## src/rtl/cmp_arbiter.sv

```systemverilog
// Round-robin arbiter in front of one shared unsigned greater-than comparator.
// Stage 1 holds the winning requester's captured operands. Stage 2 returns the
// registered result, which is tagged to that requester by a one-cycle ack.
module cmp_arbiter #(
    parameter int WIDTH = 8,
    parameter int NREQ  = 4
) (
    input  logic                    clk,
    input  logic                    reset,
    input  logic [NREQ-1:0]         req,
    input  logic [NREQ*WIDTH-1:0]   a_in,
    input  logic [NREQ*WIDTH-1:0]   b_in,
    output logic [NREQ-1:0]         gnt,
    output logic [NREQ-1:0]         ack,
    output logic                    gt,
    output logic                    busy
);

    localparam int PW = (NREQ > 1) ? $clog2(NREQ) : 1;

    // Registered state
    logic [NREQ-1:0]  gnt_q, gnt_d;
    logic [NREQ-1:0]  ack_q, ack_d;
    logic [NREQ-1:0]  inflight_q, inflight_d;
    logic [PW-1:0]    ptr_q, ptr_d;
    logic [WIDTH-1:0] op_a_q, op_a_d;
    logic [WIDTH-1:0] op_b_q, op_b_d;
    logic             s1_valid_q, s1_valid_d;
    logic             s2_valid_q, s2_valid_d;
    logic             gt_q, gt_d;
    logic             busy_q, busy_d;

    // Arbitration results
    logic [NREQ-1:0]  eligible;
    logic [NREQ-1:0]  win_onehot;
    logic [PW-1:0]    win_idx;
    logic             win_found;
    logic [PW:0]      cand;
    logic             cmp_gt;

    // Per-requester operand slices, unpacked for readability.
    logic [WIDTH-1:0] a_slice [NREQ];
    logic [WIDTH-1:0] b_slice [NREQ];

    generate
        for (genvar gi = 0; gi < NREQ; gi++) begin : g_slice
            assign a_slice[gi] = a_in[gi*WIDTH +: WIDTH];
            assign b_slice[gi] = b_in[gi*WIDTH +: WIDTH];
        end
    endgenerate

    // Unsigned A > B. The borrow out of the WIDTH+1-bit difference B - A is set
    // exactly when A exceeds B, so equal operands give 0.
    function automatic logic greater_than(input logic [WIDTH-1:0] a,
                                          input logic [WIDTH-1:0] b);
        logic [WIDTH:0] diff;
        diff = {1'b0, b} - {1'b0, a};
        return diff[WIDTH];
    endfunction

    assign cmp_gt = greater_than(op_a_q, op_b_q);

    // Round-robin search: start one past the last winner and wrap around.
    // Busy requesters are skipped.
    always_comb begin
        eligible   = req & ~inflight_q;
        win_found  = 1'b0;
        win_idx    = ptr_q;
        cand       = '0;
        win_onehot = '0;
        for (int off = 1; off <= NREQ; off++) begin
            cand = {1'b0, ptr_q} + (PW+1)'(off);
            if (cand >= (PW+1)'(NREQ)) begin
                cand = cand - (PW+1)'(NREQ);
            end
            if (!win_found && eligible[cand[PW-1:0]]) begin
                win_found = 1'b1;
                win_idx   = cand[PW-1:0];
            end
        end
        for (int i = 0; i < NREQ; i++) begin
            win_onehot[i] = win_found && (win_idx == PW'(i));
        end
    end

    // Next-state for both pipeline stages, the pointer and the in-flight mask.
    always_comb begin
        gnt_d      = win_onehot;
        s1_valid_d = win_found;
        ptr_d      = win_found ? win_idx : ptr_q;
        op_a_d     = op_a_q;
        op_b_d     = op_b_q;
        for (int i = 0; i < NREQ; i++) begin
            if (win_onehot[i]) begin
                op_a_d = a_slice[i];
                op_b_d = b_slice[i];
            end
        end

        // A result retiring from stage 1 frees its requester.
        // A new winner marks itself busy.
        inflight_d = inflight_q;
        if (s1_valid_q) begin
            inflight_d = inflight_d & ~gnt_q;
        end
        inflight_d = inflight_d | win_onehot;

        s2_valid_d = s1_valid_q;
        ack_d      = s1_valid_q ? gnt_q : '0;
        gt_d       = s1_valid_q ? cmp_gt : gt_q;
        busy_d     = s1_valid_d | s2_valid_d;
    end

    // State registers. Reset discards any in-flight work.
    always_ff @(posedge clk) begin
        if (reset) begin
            gnt_q      <= '0;
            ack_q      <= '0;
            inflight_q <= '0;
            ptr_q      <= PW'(NREQ-1);
            op_a_q     <= '0;
            op_b_q     <= '0;
            s1_valid_q <= 1'b0;
            s2_valid_q <= 1'b0;
            gt_q       <= 1'b0;
            busy_q     <= 1'b0;
        end else begin
            gnt_q      <= gnt_d;
            ack_q      <= ack_d;
            inflight_q <= inflight_d;
            ptr_q      <= ptr_d;
            op_a_q     <= op_a_d;
            op_b_q     <= op_b_d;
            s1_valid_q <= s1_valid_d;
            s2_valid_q <= s2_valid_d;
            gt_q       <= gt_d;
            busy_q     <= busy_d;
        end
    end

    assign gnt  = gnt_q;
    assign ack  = ack_q;
    assign gt   = gt_q;
    assign busy = busy_q;

endmodule

```

## config.mk

```make
export PLATFORM = sky130hd
export DESIGN_NAME = cmp_arbiter
export DESIGN_NICKNAME = d
export VERILOG_FILES = /design/src/rtl/cmp_arbiter.sv
export SDC_FILE = /design/constraint.sdc
export NUM_CORES = 1
export LEC_CHECK = 0
export BUFFER_PORTS_ARGS = -buffer_cell sky130_fd_sc_hd__buf_2
export CAP_MARGIN = 20
export CORE_UTILIZATION = 48
export CTS_CLUSTER_DIAMETER = 100
export DETAILED_ROUTE_END_ITERATION = 8
export PLACE_DENSITY = 0.77
export SLEW_MARGIN = 20
export SYNTH_ARGS = -nofsm -noshare
export SYNTH_HDL_FRONTEND = slang
export SYNTH_SLANG_ARGS = --single-unit
```

## constraint.sdc

```tcl
create_clock -name clk -period 1.7 [get_ports clk]
set_input_delay 0.255 -clock clk [delete_from_list [all_inputs] [get_ports clk]]
set_output_delay 0.255 -clock clk [all_outputs]
set_load 0.02 [all_outputs]
```

* After elaboration in Yosys (flattened, before gate mapping)
Cells that the tools add are included.
** Storage, ports and cells
- Flip-flop bits (word level) :: 33
- Bits of input ports :: 70
- Output and inout bits :: 10
- Logic and storage cells :: 78
** Operators by class
- Add/subtract/negate cells :: 9
- $lt $le $gt $ge :: 8
- Equal/unequal tests :: 3
- Mux-type cells :: 29
- Bitwise gates (word level) :: 7
- Reduce and logical (&&, ||, !) cells :: 13
** Operators by type and width (number)
- 2-to-1 mux 8 bit :: 8
- 2-to-1 mux 2 bit :: 8
- >= comparator 3 bit, second input constant :: 4
- less-than comparator 2 x 3 -> 1 bit, second input constant :: 4
- subtractor 8 x 8 -> 9 bit :: 1
- bitwise AND 4 bit :: 2
- binary-select mux 1 bit (select 2 bit) :: 4
- 2-to-1 mux 1 bit :: 8
- NOT 4 bit :: 2
- subtractor 2 x 1 -> 2 bit, second input constant :: 4
- logical AND 1 bit :: 7
- adder 2 x 2 -> 3 bit, second input constant :: 2
- equality test 2 bit, second input constant :: 2
- 2-to-1 mux 4 bit :: 1
- bitwise OR 4 bit :: 1
- nonzero test 4 bit :: 1
- adder 2 x 1 -> 3 bit, second input constant :: 1
- adder 2 x 3 -> 3 bit, second input constant :: 1
- logical NOT 1 bit :: 3
- equality test 2 x 1 -> 1 bit, second input constant :: 1
- logical NOT 2 bit :: 1
- OR reduction 2 bit :: 1
- NOT 1 bit :: 1
- bitwise OR 1 bit :: 1

* Depth between registers and ports, before layout
- Word-level depth :: 21
- Mapped depth :: 8
- Depth with buffers taken out :: 7

* Least setup slack after synthesis
No wires, ideal clock.
- Kind :: flip-flop to flip-flop
- Start :: register inflight_q[2]
- End :: register op_a_q[0]
- Library setup time :: 121 ps
- Arrival :: 1446 ps
- Required time :: 1579 ps
- Path slack :: 134 ps
- Stages on the path, launching flop included :: 8
- Buffers on the path :: 2
- Clock period less this slack :: 1566 ps
- Path through :: dfxtp_1 and2b_4 o21ai_4 a22o_4 buf_12 buf_12 a211oi_2 o21ai_1
** On the way
- Cells in the longest elaborated chain, start to end :: 19
- Elaborated cells on any way between the ends :: 36
- Those cells by class :: eq/ne: 3; mux: 19; bitwise: 2; reduce/logical: 12
** Ends and longest elaborated chain
- start: declaration :: line 24 : logic [NREQ-1:0] inflight_q, inflight_d;
- start signal: assignment :: line 130 : inflight_q <= inflight_d;
- NOT 4 bit * :: line 66 : eligible = req & ~inflight_q;
- bitwise AND 4 bit * :: line 66
- binary-select mux 1 bit (select 2 bit) :: line 76 : if (!win_found && eligible[cand[PW-1:0]]) begin
- 2-to-1 mux 1 bit (not written as such) :: line 76
- 2-to-1 mux 1 bit :: line 76
- logical NOT 1 bit :: line 76
- logical AND 1 bit :: line 76
- 2-to-1 mux 1 bit :: line 76
- logical NOT 1 bit :: line 76
- logical AND 1 bit :: line 76
- 2-to-1 mux 1 bit :: line 76
- logical NOT 1 bit :: line 76
- logical AND 1 bit :: line 76
- 2-to-1 mux 2 bit :: line 76
- equality test 2 x 1 -> 1 bit :: line 82 : win_onehot[i] = win_found && (win_idx == PW'(i));
- logical AND 1 bit :: line 82
- 2-to-1 mux 8 bit (3 in series) :: line 94 : if (win_onehot[i]) begin
- end signal: assignment :: line 132 : op_a_q <= op_a_d;
- end: declaration :: line 26 : logic [WIDTH-1:0] op_a_q, op_a_d;
Mark *: on every way between the ends. The rest lies on a longest branch, timed or not. The select of a mux whose other input is x is not followed.
A chain may end at the register's enable or synchronous reset.

* Worst setup path after layout
- Start :: register inflight_q[3]
- End :: register op_a_q[4]
The elaborated chain is that of the path after synthesis.

==> results by group <==
Setup path
  • Worst reg-to-reg setup slack: 0.05 ns
  • Kind of critical path: reg -> reg
  • Critical path required time: 1.92 ns
  • Worst stage delay on the critical path: 0.36 ns
  • Max FO, Critical Path: 10
  • Crit-path cells: nand2b_2 -> a22o_1 -> nor3_1 -> buf_4 -> a211oi_2 -> o21ai_1
  • Worst path slowest cell: dfxtp_2
  • Startpoint type of the worst setup path: register
  • Worst path arrival time: 1.87 ns
  • Worst setup EP type: register

Routing
  • Drt via density: 5.70
  • Drt initial violations: 121
  • 1st-pass router iterations: 4
  • Via count: 2,064
  • Final antenna-violating net count: 0
  • Residual DRC: 0
  • Routed len/inst: 15.3 µm
  • Final WL: 5530 µm

Power and ir drop
  • Pwr dens: 1150 nW/µm²
  • Leakage dissipation: 1.21 nW
  • VDD IR-drop max: 0.725 mV

Finish
  • Post-route cell area: 2640 µm²
  • Layout Nets: 388
  • Area of the multi-input gates: 1230 µm²
  • # fillers: 331
  • Most common cell after layout, fill and taps aside: buf_2
  • Layout Cells excl Fill: 362
  • Most frequent cells in the layout: 79 x buf_2, 31 x dfxtp_1, 19 x inv_1, 18 x nor2_1, 18 x nand2_1
  • Layout cells sized above 1: 42.3%
  • # diodes: 0
  • Storage cell area: 666 µm²
  • Layout area overhead: 32.1%

Global route
  • Global-route wire length before repair: 8420 µm
  • Number of global-route vias before repair: 1,891
  • Met1 Use GR: 32.3%
  • GRT Residual Overflow: 0
  • GRT Overall Usage: 25.4%
  • Initial antenna violation count: 0
  • Met2 usage: 42.7%
  • Grt met3 use: 4.11%
  • Most Crowded Layer GR: met2
  • Pin count of the biggest net entering global routing: 19

Timing
  • Final worst-path cycle share: 97.1%
  • Max Fclk: 0.606 GHz
  • Fin Clk Skew: 0.00559 ns
  • Total negative slack: 0 ns
  • Fin. Hold Viols: 0
  • Final slew viol count: 0
  • Final setup vio count: 0
  • Slew @ Worst Pin: 0.393 ns
  • Fin crit period: 1.65 ns
  • Relative slew margins: 73.5%

Clock network
  • Clk_lat worst skew: 0.28 ns
  • Maximum clock insertion buffer count: 2
  • Clock sink count: 33
  • Clock-pin slew on the worst setup and hold paths: 0.07 ns
  • Root Driver: clkbuf_8
  • Cts bufs inserted: 5
  • CTS Hold Bufs: 0
  • CTS tree: done
  • Max H-tree Level: 2

Placed design
  • Placement Cell Area: 2470 µm²
  • # port buffers: 79
  • Gpl congestion: 0.876
  • Post-DP HPWL: 3980 µm
  • Placed instance count: 353

Logic synthesis
  • Distinct cell type count of the synthesized netlist: 44
  • Post-synthesis register bit count: 33
  • Mapped Avg Cell Area: 9.00 µm²
  • Mapped Area: 2000 µm²
  • EDFF count, synth: 0
  • Cell count after synthesis: 222
  • Async S/R FF share, synth: 0%
  • Seq/Total Area, Yosys: 33.1%
  • Post-synth top flop: dfxtp_1
  • Number of synthesis warnings: 0
  • Syn Nets: 299

Die
  • Die width: 66.5 µm
  • Die footprint: 4420 µm²
  • Io pins: 80
  • Num rows: 23
  • Starting Density: 50.0%
  • Die H: 66.5 µm
  • Core area: 4000 µm²

Status
  • Status: finished clean

Job
  • Max cap viols: 0

Worst hold path
  • Hold crit path type: in -> reg
[cell families after synthesis]
kind of cell | after synthesis | synth area share (%)
AOI/OAI and AO/OA | 82 | 34.1
and+or+nand+nor | 60 | 15.5
buffers and inverters | 33 | 9.52
DFF | 33 | 33.1
muxes | 7 | 3.51
adders and majority gates | 7 | 4.38
[cell type report]
type / count / area share (%)
multi-input cells: 157 / 46.6
well taps: 50 / 2.37
repair buffers: 94 / 19.9
inverters: 20 / 2.84
clock buffers: 6 / 2.75
flip-flops and latches: 33 / 25.2
clock inverters: 2 / 0.379
[per-stage QoR]
stage	hold WS, ns	power, mW	setup slack (ns)	utilization (%)
2_1_floorplan	0.423	2.02	0.134	-
3_3_place_gp	0.443	2.33	0.0170	61.7
3_5_place_dp	0.445	2.36	0.0175	61.7
4_1_cts	0.240	2.93	0.00654	63.8
5_1_grt	0.235	3.23	-0.0436	66.0
6_report	0.235	3.04	0.0486	66.0
[sequential cells by signal, indices dropped and copies added, names as in the netlist]
name        count
inflight_q      4
s1_valid_q      1
ack             4
op_b_q          8
gt              1
busy            1
ptr_q           2
op_a_q          8
gnt             4
[cell usage after synthesis, types with 2 or more instances]
cell type	number	area, µm²
buf_6	3	33.8
a211oi_1	9	67.6
and3_1	2	12.5
a21o_1	5	37.5
nand2b_1	7	43.8
a221oi_1	10	87.6
a211oi_2	7	87.6
mux2i_1	7	70.1
o22ai_1	2	12.5
nand2_1	18	67.6
o21ai_1	9	45.0
buf_12	2	40.0
buf_4	2	15.0
nand3_1	2	10.0
nor2b_1	2	12.5
o21ai_4	2	32.5
ha_1	7	87.6
o221ai_1	17	149
o21ai_0	5	25.0
a21oi_1	8	40.0
dfxtp_1	33	661
nor2_1	19	71.3
clkbuf_1	3	11.3
buf_2	3	15.0
inv_1	19	71.3
[critical path: cells and delay by family, from the launching register on]
kind / cells / cell delay (ns)
simple gates: 2 / 0.49
flops: 1 / 0.36
buf+inv: 1 / 0.27
compound gates: 3 / 0.48
[power breakdown]
part / switching (mW) / internal (mW)
Sequential: 0.133 / 0.943
Combinational: 0.763 / 0.643
Clock: 0.279 / 0.283
Total: 1.18 / 1.87
[routing by layer]
metal / part of all wire (%) / vias to the layer above / wire [µm]
met5: 0 / - / 0
met4: 2.3 / 0 / 128
met3: 6.0 / 18 / 332
met2: 48 / 99 / 2650
met1: 44 / 935 / 2430
li1: - / 1012 / -
[final timing paths]
path	start	to	cells after the start
max reg2reg	inflight_q[3]	op_a_q[4]	6
min reg2reg	op_a_q[2]	op_a_q[2]	2
min	b_in[11]	op_b_q[3]	3
max	inflight_q[3]	op_a_q[4]	6
[what timing repair did]
action	CTS	global route
gates resized for setup	2	17
buffers inserted	0	0
cloned	0	1
setup endpoints to repair	4	16
pin swaps	0	2
(Power assumes the default switching activity.)
